`src/rtl/sprite_compositor.sv`:
```
// Per-pixel sprite/board compositor: generates frame-RAM read addresses from the
// VGA coordinate and object positions, carries hit/board tags alongside the RAM
// read latency, then picks the winning colour by priority and transparency.
// Also runs the Pac-Man mouth open/close animation.
module sprite_compositor #(
  parameter int unsigned BOARD_W  = 280,
  parameter int unsigned BOARD_H  = 310,
  parameter int unsigned SPR_SZ   = 16,
  parameter int unsigned RAM_LAT  = 2,
  parameter int unsigned ANIM_DIV = 8
) (
  input  logic         Clk,
  input  logic         Reset_n,
  input  logic         pix_valid,
  input  logic         frame_start,
  input  logic [9:0]   DrawX,
  input  logic [9:0]   DrawY,
  input  logic [9:0]   pac_x,
  input  logic [9:0]   pac_y,
  input  logic [1:0]   pac_dir,
  input  logic         pac_moving,
  input  logic [39:0]  ghost_x,
  input  logic [39:0]  ghost_y,
  input  logic [3:0]   ghost_en,
  input  logic [9:0]   cherry_x,
  input  logic [9:0]   cherry_y,
  input  logic         cherry_en,
  output logic [18:0]  bg_addr,
  output logic [18:0]  pac_addr,
  output logic [75:0]  ghost_addr,
  output logic [18:0]  cherry_addr,
  input  logic [23:0]  bg_rgb,
  input  logic [23:0]  cherry_rgb,
  input  logic [191:0] pac_rgb,
  input  logic [95:0]  ghost_rgb,
  output logic [7:0]   Red,
  output logic [7:0]   Green,
  output logic [7:0]   Blue,
  output logic         rgb_valid,
  output logic         mouth_open
);

  // Object slots in priority order: 0 = Pac-Man, 1..4 = ghosts, 5 = cherry
  localparam int NumObj = 6;
  localparam int unsigned CntW = (ANIM_DIV > 1) ? $clog2(ANIM_DIV) : 1;

  typedef enum logic {StOpen, StClosed} anim_state_e;

  // Everything the output stage needs to know about a pixel, minus the colours
  typedef struct packed {
    logic [NumObj-1:0] hit;
    logic              board;
    logic              valid;
    logic [2:0]        k;
  } tag_t;

  anim_state_e       state_q, state_d;
  logic [CntW-1:0]   cnt_q, cnt_d;
  logic [1:0]        dir_q;

  logic [9:0]        obj_x [NumObj];
  logic [9:0]        obj_y [NumObj];
  logic [NumObj-1:0] obj_en;
  logic [10:0]       dx_c [NumObj];
  logic [10:0]       dy_c [NumObj];
  logic [NumObj-1:0] hit_c;
  logic [18:0]       addr_c [NumObj];
  logic [18:0]       addr_q [NumObj];
  logic              in_board_c;
  logic [18:0]       bg_addr_c;
  tag_t              tag_a_c, tag_a_q, tag_o;
  tag_t              tag_pipe_q [RAM_LAT];
  logic [23:0]       col_c [NumObj];
  logic [23:0]       rgb_c;

  // Animation state, frame counter and latched direction
  always_ff @(posedge Clk or negedge Reset_n) begin
    if (!Reset_n) begin
      state_q <= StOpen;
      cnt_q   <= '0;
      dir_q   <= '0;
    end else begin
      state_q <= state_d;
      cnt_q   <= cnt_d;
      if (frame_start) dir_q <= pac_dir;
    end
  end

  // Mouth toggles once every ANIM_DIV frames while Pac-Man is moving
  always_comb begin
    state_d = state_q;
    cnt_d   = cnt_q;
    if (frame_start && pac_moving) begin
      if (cnt_q == CntW'(ANIM_DIV - 1)) begin
        cnt_d   = '0;
        state_d = (state_q == StOpen) ? StClosed : StOpen;
      end else begin
        cnt_d = cnt_q + 1'b1;
      end
    end
  end

  assign mouth_open = (state_q == StOpen);

  // Gather object positions/enables into slot arrays
  always_comb begin
    obj_x[0]  = pac_x;
    obj_y[0]  = pac_y;
    obj_en[0] = 1'b1;
    for (int i = 0; i < 4; i++) begin
      obj_x[i+1]  = ghost_x[10*i +: 10];
      obj_y[i+1]  = ghost_y[10*i +: 10];
      obj_en[i+1] = ghost_en[i];
    end
    obj_x[5]  = cherry_x;
    obj_y[5]  = cherry_y;
    obj_en[5] = cherry_en;
  end

  // Hit test and sprite address; 11-bit wrap keeps off-edge sprites from aliasing
  always_comb begin
    for (int i = 0; i < NumObj; i++) begin
      dx_c[i]   = {1'b0, DrawX} - {1'b0, obj_x[i]};
      dy_c[i]   = {1'b0, DrawY} - {1'b0, obj_y[i]};
      hit_c[i]  = pix_valid & obj_en[i] & (dx_c[i] < 11'(SPR_SZ)) & (dy_c[i] < 11'(SPR_SZ));
      addr_c[i] = hit_c[i] ? (19'(dy_c[i]) * 19'(SPR_SZ) + 19'(dx_c[i])) : '0;
    end
    in_board_c = pix_valid & (32'(DrawX) < BOARD_W) & (32'(DrawY) < BOARD_H);
    bg_addr_c  = in_board_c ? (19'(DrawY) * 19'(BOARD_W) + 19'(DrawX)) : '0;
    tag_a_c.hit   = hit_c;
    tag_a_c.board = in_board_c;
    tag_a_c.valid = pix_valid;
    // Image index uses the state before any update at this same edge
    tag_a_c.k     = {dir_q, state_q == StClosed};
  end

  // Stage A: registered RAM addresses plus the tag that travels with them
  always_ff @(posedge Clk or negedge Reset_n) begin
    if (!Reset_n) begin
      for (int i = 0; i < NumObj; i++) addr_q[i] <= '0;
      bg_addr <= '0;
      tag_a_q <= '0;
    end else begin
      for (int i = 0; i < NumObj; i++) addr_q[i] <= addr_c[i];
      bg_addr <= bg_addr_c;
      tag_a_q <= tag_a_c;
    end
  end

  assign pac_addr    = addr_q[0];
  assign ghost_addr  = {addr_q[4], addr_q[3], addr_q[2], addr_q[1]};
  assign cherry_addr = addr_q[5];

  // Delay the tag to line up with colours returning from the frame RAMs
  always_ff @(posedge Clk or negedge Reset_n) begin
    if (!Reset_n) begin
      for (int unsigned i = 0; i < RAM_LAT; i++) tag_pipe_q[i] <= '0;
    end else begin
      tag_pipe_q[0] <= tag_a_q;
      for (int unsigned i = 1; i < RAM_LAT; i++) tag_pipe_q[i] <= tag_pipe_q[i-1];
    end
  end

  assign tag_o = tag_pipe_q[RAM_LAT-1];

  // Priority select: lowest slot with a hit and a non-black colour wins over the board
  always_comb begin
    col_c[0] = pac_rgb[int'(tag_o.k)*24 +: 24];
    for (int i = 0; i < 4; i++) col_c[i+1] = ghost_rgb[24*i +: 24];
    col_c[5] = cherry_rgb;
    rgb_c = tag_o.board ? bg_rgb : '0;
    for (int i = NumObj - 1; i >= 0; i--) begin
      if (tag_o.hit[i] && (col_c[i] != '0)) rgb_c = col_c[i];
    end
  end

  // Registered VGA output
  always_ff @(posedge Clk or negedge Reset_n) begin
    if (!Reset_n) begin
      {Red, Green, Blue} <= '0;
      rgb_valid          <= 1'b0;
    end else begin
      {Red, Green, Blue} <= rgb_c;
      rgb_valid          <= tag_o.valid;
    end
  end

endmodule

```
`config.mk`:
```
export PLATFORM = sky130hd
export DESIGN_NAME = sprite_compositor
export DESIGN_NICKNAME = d
export VERILOG_FILES = /design/src/rtl/sprite_compositor.sv
export SDC_FILE = /design/constraint.sdc
export NUM_CORES = 1
export LEC_CHECK = 0
export ABC_AREA = 1
export CORE_AREA = 3 3 250 252
export CTS_CLUSTER_DIAMETER = 150
export DETAILED_ROUTE_END_ITERATION = 12
export DIE_AREA = 0 0 253 255
export DONT_BUFFER_PORTS = 1
export PLACE_DENSITY_LB_ADDON = 0.1
export SLEW_MARGIN = 20
export SYNTH_ARGS = -nofsm -noshare
export SYNTH_HDL_FRONTEND = slang
export SYNTH_SLANG_ARGS = --single-unit
```
`constraint.sdc`:
```
create_clock -name Clk -period 1.9 [get_ports Clk]
set_input_delay 0.475 -clock Clk [delete_from_list [all_inputs] [get_ports Clk]]
set_output_delay 0.475 -clock Clk [all_outputs]
set_load 0.02 [all_outputs]
```
# Word level (Yosys, flattened, before mapping)
# Index checks and enable logic that the tools add are counted.
# word_totals
reg_bits	179
in_bits	488
out_inout_bits	159
elab_cells	114
# op_classes
n_addsub	20
multipliers	2
n_lt_le_gt_ge	14
n_eq_ne	1
shifts	1
muxes	16
n_bitwise	20
n_reduce_logical	14
# ops
cell	count
192-bit by 9-bit variable part select with 24-bit output	1
24-bit 2-to-1 mux	7
24-bit nonzero test	6
11-bit by 5-bit less-than comparator with 1-bit output, second input constant	12
10-bit by 10-bit subtractor with 11-bit output	12
15-bit by 11-bit adder with 16-bit output	6
16-bit 2-to-1 mux	6
10-bit by 9-bit less-than comparator with 1-bit output, second input constant	2
19-bit by 10-bit adder with 19-bit output	1
1-bit bitwise AND	19
19-bit 2-to-1 mux	1
10-bit by 6-bit multiplier with 16-bit output, second input constant	1
1-bit logical AND	7
3-bit by 2-bit multiplier with 5-bit output, second input constant	1
3-bit by 1-bit adder with 3-bit output, second input constant	1
3-bit == test, second input constant	1
3-bit 2-to-1 mux	1
2-bit AND reduction	1
1-bit 2-to-1 mux	1
1-bit inverter	1

# Depth between registers and ports, before layout
# Gate-level depths: netlist of run 1.
# logic_depth
ltp_word	8
mapped_depth	22
mapped_depth_nobuf	22

# Worst setup path after synthesis of run 1
# OpenSTA, ideal clock, no wires.
# synth_timing
path_kind	input to register
startpoint	input port DrawY[4]
endpoint	register bg_addr[16]
setup_time_ps	117
arrival_time_ps	3234
t_required_ps	1783
path_slack_ps	-1451
cell_stages	15
n_path_buf	0
path_cell_list	ha_1 ha_1 ha_1 ha_1 a21oi_1 nand2_1 xor2_1 ha_1 nand4_1 o221ai_1 nand2_1 nor2_1 nand2_1 nor2_1 nor2_1
# synth_between
elab_chain_len	3
word_cells_on_any_way	5
cone_classes	add/sub: 1; mul: 1; order compare: 1; mux: 1; bitwise: 1
# synth_rtl
element	line	text
start: declaration	17	input logic [9:0] DrawY,
10-bit by 6-bit multiplier with 16-bit output or 10-bit by 9-bit less-than comparator with 1-bit output (tied branches)	129, 128	
19-bit by 10-bit adder with 19-bit output or 1-bit bitwise AND (tied branches)	129, 128	
19-bit 2-to-1 mux (*)	129	bg_addr_c = in_board_c ? (19'(DrawY) * 19'(BOARD_W) + 19'(DrawX)) : '0;
via bg_addr_c[16]	70	logic [18:0] bg_addr_c;
end signal: assignment	145	bg_addr <= bg_addr_c;
end: declaration	28	output logic [18:0] bg_addr,
# Mark *: on every way through the listed nets, which the timed path passes. The rest lies on a longest branch.
# A chain may end at the register's enable or synchronous reset.

# Final worst setup path of run 1
# layout_timing
startpoint	input port DrawY[9]
endpoint	register bg_addr[16]
# The elaborated chain is that of the path after synthesis.

==> flow_summary_export.csv, run 1 <==
group,metric,value,unit
synthesis,postSynth.asyncResetShare,1.00,
floorplan,die_area,0.0645,mm²
critical_path,regToRegStartpoint,"tag_o[0]",
synthesis,syn_avg_cell_area,6.56,µm²
synthesis,synth-simple-area-share,0.328,
finish,nets,4080,
placement,dp_cells,4029,
finish,final_area,0.0282,mm²
status,status,"finished, violations left",
sta,slew_violations,0,
global_route,grt_max_degree,180,
critical_path,reg2reg_depth,16,
critical_path,critPathKind,"in2reg",
finish,syn_to_final_growth,52.3,%
critical_path,cp-end-kind,"flip-flop",
worst_hold_path,hold_path_class,"in2async",
clocking,cts_hold_buf,1,
synthesis,synth_compound_area_frac,0.0894,
synthesis,ys_warn_count,0,
global_route,grt_pass1_wl,124000,µm
placement,gp_congestion,0.930,
routing,postRouteAntennaNets,0,
routing,drc_errors,0,
routing,wl,86800,µm
critical_path,critPathLaunchType,"primary input",
finish,most-common-layout-cells,"nand2_1 (551), buf_4 (460), inv_1 (431)",
sta,rsz0062_at_grt,"yes",
clocking,cts_buffer_depth,2,
sta,worst_slack,-0.680,ns
floorplan,core,0.0604,mm²
critical_path,rrSetupSlack,-0.54,ns
pwr,power_density,777,mW/mm²
status,violations,"hold timing, setup timing",
critical_path,required,2.34,ns
floorplan,rows,90,
synthesis,yosysSeqAreaShare,0.242,
sta,hold_slack,-0.321,ns
pwr,power_leakage,14.7,nW
critical_path,crit_end,"bg_addr[16]",
job,maxCapViolCount,0,
sta,fmaxAchievable,388,MHz
critical_path,timing.rr.end,"Green[4]",
floorplan,start_util,0.307,
clocking,htree_levels,4,
synthesis,netlist_area,0.0185,mm²
sta,final_hold_viol_count,179,
synthesis,yosys.area_share.adder,0.165,
finish,final_common_cell,"nand2_1",
placement,hpwl,69100,µm
routing,viasPerCell,4.95,
synthesis,synth.distinct_cells,42,
sta,min_period,2.58,ns
sta,finalSetupTns,-46.55,ns
synthesis,synth_top_family_by_area,"simple AND/OR/NAND/NOR gates",
synthesis,synth_edf_count,0,
clocking,clock_insertion_delay_worst_skew,0.50,ns
critical_path,cp_data_arrival_time,3.02,ns
placement,placed_cell_area,0.0237,mm²
finish,final_cells,4173,
finish,multi_input_area,0.0150,mm²
global_route,overflow,0,
placement,port_buffers,0,
global_route,antenna_found_initial,21,
finish,fillCellCount,6052,
floorplan,io_pins,647,
clocking,numClockSinks,179,
synthesis,synthMuxAreaShare,0.00121,
finish,final-seq-area,0.00448,mm²
synthesis,ys.flop_type,"dfrtp_1",
critical_path,crit_path_start,"DrawY[9]",
sta,post-route-period-util,1.36,
pwr,vdd_drop_max,0.714,mV
synthesis,syn_inst,2827,
clocking,cts_buffers,17,
synthesis,synth_xor_area_frac,0.0463,
clocking,cts-root-buf,"clkbuf_16",
routing,firstDrtPassIters,5,
global_route,groute.usage.overall,0.258,
floorplan,die_h,255,µm
routing,via_count,20600,
floorplan,die_w,253,µm
finish,drive_gt1_frac,0.345,
pwr,total_power,22.0,mW
global_route,grt_pass1_vias,20000,
sta,skew,0.00938,ns
finish,finish.utilization,0.468,
routing,avgRoutedWirePerCell,20.8,µm
clocking,cts_tree,"done",
synthesis,synth-seq-cells,179,
critical_path,crit_fanout,10,
clocking,clk_pin_slew,0.08,ns
sta,setup_viol,114,
routing,first_iter_violations,1319,
==> power breakdown <==
part	internal (mW)	switching (mW)
Sequential	3.95	0.154
Clock	2.11	1.87
Combinational	6.87	7.00
==> Yosys cell counts, types with 24 or more instances <==
master / instances / area [µm²]
o21ai_0: 91 / 455
ha_1: 205 / 2560
dfrtp_1: 179 / 4480
inv_1: 486 / 1820
nand3_1: 297 / 1490
nand4_1: 54 / 338
xor2_1: 64 / 561
nor3_1: 53 / 265
fa_1: 25 / 500
clkbuf_1: 46 / 173
a21oi_1: 126 / 631
nand2_1: 658 / 2470
o21ai_1: 37 / 185
xnor2_1: 34 / 298
nor2_1: 310 / 1160
nand3b_1: 24 / 180
==> worst max-delay path, cell delays in order <==
cell and delay [ns]:
inv_8 0.02, ha_4 0.25, inv_2 0.03, ha_4 0.25, inv_2 0.03, fa_1 0.51, inv_2 0.05, ha_4 0.28
nand2_4 0.07, nor2_4 0.13, nand2_2 0.07, nand2_2 0.06, nand2_1 0.04, nand2_1 0.08, nand2_1 0.07, nor2_2 0.15
nand2_2 0.10, nor2_4 0.13, nand2_2 0.05, nand2_1 0.05, nand2_1 0.05, nor2_1 0.10
==> sequential cells by signal (all words and copies together), names as in the netlist, 11 cells and up <==
signal	count
ghost_addr	64
bg_addr	19
cherry_addr	16
pac_addr	16
tag_a_q	11
tag_o	11
tag_pipe_q	11
==> per-stage QoR <==
stage / hold WS, ns / worst slack (ns)
6_report: -0.321 / -0.680
5_1_grt: -0.371 / -0.808
4_1_cts: -0.361 / -0.674
3_5_place_dp: 0.200 / -1.26
3_3_place_gp: 0.200 / -1.29
2_1_floorplan: 0.179 / -1.10
==> per-layer routing <==
| metal | up-vias | wire (µm) | track usage |
|---|---|---|---|
| li1 | 10100 | - | - |
| met1 | 9679 | 34600 | 0.311 |
| met2 | 741 | 42200 | 0.435 |
| met3 | 128 | 7340 | 0.0812 |
| met4 | 12 | 2540 | 0.0913 |
| met5 | - | 78 | 0 |
==> area by class of cell <==
class / count / area share
Sequential cell: 179 / 0.159
Tap cell: 782 / 0.0346
Clock buffer: 18 / 0.0152
Inverter: 489 / 0.0683
Timing Repair inverter: 1 / 0.000399
Antenna cell: 16 / 0.00142
Multi-Input combinational cell: 2106 / 0.532
Timing Repair Buffer: 568 / 0.182
Clock inverter: 14 / 0.00687
==> kinds of logic (layout without fill, tap and decap cells) <==
group / Yosys count / after routing
muxes: 2 / 2
AOI/OAI and AO/OA: 309 / 309
adders and majority gates: 230 / 230
xor gates and xnor gates: 98 / 98
and+or+nand+nor: 1425 / 1425
other: 1 / 58
DFF: 179 / 179
buffers and inverters: 583 / 1090
==> how the worst min path moves through the flow <==
stage | start | to | slack (ns) | cells past startpoint
2_1_floorplan | Reset_n | Blue[0] | 0.18 | 0
3_3_place_gp | Reset_n | ghost_addr[59] | 0.20 | 0
3_5_place_dp | Reset_n | ghost_addr[57] | 0.20 | 0
4_1_cts | Reset_n | cherry_addr[11] | -0.36 | 0
5_1_grt | Reset_n | tag_o[3] | -0.37 | 0
6_report | Reset_n | ghost_addr[58] | -0.32 | 0
==> timing repair <==
item / in CTS / in global routing
gates resized for setup: 402 / 290
pin swaps: 178 / 176
gates cloned: 15 / 3
buffers inserted: 71 / 42
endpoints found under the hold margin: 180 / 179
endpoints found under the setup margin: 114 / 114
No activity file was read; power rests on OpenSTA's default activity.
==> inputs of run 2 (changes only) <==
--- a/config.mk
+++ b/config.mk
@@ -12,7 +12,6 @@
 export DIE_AREA = 0 0 253 255
 export DONT_BUFFER_PORTS = 1
 export PLACE_DENSITY_LB_ADDON = 0.1
-export SLEW_MARGIN = 20
 export SYNTH_ARGS = -nofsm -noshare
 export SYNTH_HDL_FRONTEND = slang
 export SYNTH_SLANG_ARGS = --single-unit
==> results of run 2 <==
The final DEF is identical to that of run 1; final timing and power are the same.
==> inputs of run 3 (changes only) <==
--- a/config.mk
+++ b/config.mk
@@ -11,6 +11,7 @@
 export DETAILED_ROUTE_END_ITERATION = 12
 export DIE_AREA = 0 0 253 255
 export DONT_BUFFER_PORTS = 1
+export HOLD_SLACK_MARGIN = 0.08
 export PLACE_DENSITY_LB_ADDON = 0.1
 export SYNTH_ARGS = -nofsm -noshare
 export SYNTH_HDL_FRONTEND = slang
==> flow_summary_export.csv, run 3 (synthesis results as in run 1) <==
group,metric,value,unit
sta,fmaxAchievable,387,MHz
routing,first_iter_violations,1359,
finish,final_cells,4179,
critical_path,critPathMaxStageDelay,0.49,ns
routing,via_count,20600,
status,violations,"hold timing, setup timing",
clocking,clock_insertion_delay_worst_skew,0.50,ns
status,status,"finished, violations left",
clocking,numClockSinks,179,
worst_hold_path,hold_path_class,"in2async",
sta,setup_viol,114,
finish,most-common-layout-cells,"nand2_1 (551), buf_4 (460), inv_1 (431)",
pwr,power_density,776,mW/mm²
sta,min_period,2.59,ns
clocking,cts_tree,"done",
critical_path,crit_chain,"ha_4, ha_4, fa_1, ha_4, buf_4, nand2_4, nor2_4, nand2_2, nand2_2, nand2_1, nand2_1, nand2_1, nor2_2, nand2_2, nor2_4, nand2_2, nand2_1, nand2_1, nor2_1",
placement,place_ws,-1.26,ns
placement,hpwl,69100,µm
sta,rsz0062_at_grt,"yes",
floorplan,die_area,0.0645,mm²
finish,syn_to_final_growth,52.6,%
floorplan,start_util,0.307,
placement,port_buffers,0,
floorplan,die_h,255,µm
finish,nets,4084,
pwr,vdd_drop_max,0.713,mV
clocking,cts_buffers,17,
routing,drc_errors,0,
pwr,power_leakage,14.7,nW
clocking,cts_hold_buf,5,
routing,firstDrtPassIters,6,
global_route,overflow,0,
critical_path,cp-end-kind,"flip-flop",
placement,placed_cell_area,0.0237,mm²
clocking,cts_buffer_depth,2,
finish,drive_gt1_frac,0.345,
critical_path,cp_data_arrival_time,3.03,ns
floorplan,core,0.0604,mm²
critical_path,critPathSlowestCell,"fa_1",
finish,final_area,0.0283,mm²
job,maxCapViolCount,0,
critical_path,critPathLaunchType,"primary input",
routing,viasPerCell,4.94,
critical_path,crit_fanout,9,
critical_path,required,2.34,ns
sta,worst_slack,-0.687,ns
clocking,cts-root-buf,"clkbuf_16",
sta,finalSetupTns,-46.44,ns
sta,skew,0.00872,ns
sta,post-route-period-util,1.36,
finish,finish.utilization,0.469,
global_route,grt_pass1_wl,124000,µm
global_route,grt_max_degree,180,
sta,slew_violations,0,
clocking,clk_pin_slew,0.08,ns
sta,hold_slack,-0.324,ns
global_route,grt_pass1_vias,20000,
sta,final_hold_viol_count,179,
global_route,antenna_found_initial,22,
floorplan,rows,90,
finish,fillCellCount,6044,
finish,largest_register_ffs,64,
placement,gp_congestion,0.930,
finish,final_common_cell,"nand2_1",
placement,dp_cells,4029,
floorplan,io_pins,647,
global_route,groute.usage.overall,0.258,
critical_path,worst_path_most_repeated_cell,"nand2_1",
clocking,htree_levels,4,
routing,avgRoutedWirePerCell,20.8,µm
critical_path,critPathKind,"in2reg",
floorplan,die_w,253,µm
routing,postRouteAntennaNets,0,
routing,wl,87000,µm
[run 3: changes by cell type in the layout (fill, tap and decap cells not counted), sizes merged]
cell         change
diode            +2
dlygate4sd3      +4
[run 3: worst max-delay path: cells and delay by family]
family / cells / cell delay, ns
buffers and inverters: 1 / 0.14
adders and majority gates: 4 / 1.31
and+or+nand+nor: 14 / 1.11
[run 3: report_power, final]
group / switching, mW / internal, mW / leakage (nW)
registers: 0.153 / 3.95 / 2.39
clock network: 1.87 / 2.11 / 0.297
logic: 7.01 / 6.87 / 12.0
total: 9.03 / 12.9 / 14.7
[run 3: final timing paths]
path / startpoint / cells past startpoint / endpoint / slack [ns]
min: Reset_n / 0 / ghost_addr[58] / -0.32
max in group asynchronous: Reset_n / 0 / ghost_addr[12] / 1.88
max: DrawY[5] / 19 / bg_addr[16] / -0.69
max reg2reg: tag_o[0] / 17 / Green[4] / -0.53
min in group Clk: frame_start / 1 / dir_q[0] / 0.13
min reg2reg: tag_a_q[5] / 0 / tag_pipe_q[16] / 0.35
[run 3: cell type report]
class / count / area (µm²) / share of cell area
timing repair inverter: 1 / 11.3 / 0.000398
inverter: 489 / 1930 / 0.0681
antenna: 18 / 45.0 / 0.00159
clock inverter: 14 / 194 / 0.00685
sequential: 179 / 4480 / 0.158
clock buffer: 18 / 429 / 0.0152
multi-input combinational: 2106 / 15000 / 0.531
timing repair buffer: 572 / 5190 / 0.183
tap: 782 / 978 / 0.0346
[run 3: per-layer routing]
| metal | part of all wire | track usage |
|---|---|---|
| met1 | 0.40 | 0.312 |
| met5 | 0.00090 | 0 |
| met2 | 0.49 | 0.436 |
| met3 | 0.080 | 0.0809 |
| met4 | 0.028 | 0.0908 |
[run 3: repair_timing]
action,in CTS,in global routing
resized for setup,402,291
buffers inserted,71,42
pin swaps,178,176
setup endpoints to repair,114,114
gates cloned,15,3
hold endpoints to repair,184,179
[run 3: stage by stage]
step	hold slack [ns]	total power, mW
floorplan	0.179	10.4
global placement	0.200	14.2
detailed placement	0.200	14.3
CTS	-0.361	20.8
global route	-0.371	23.5
finish	-0.324	22.0
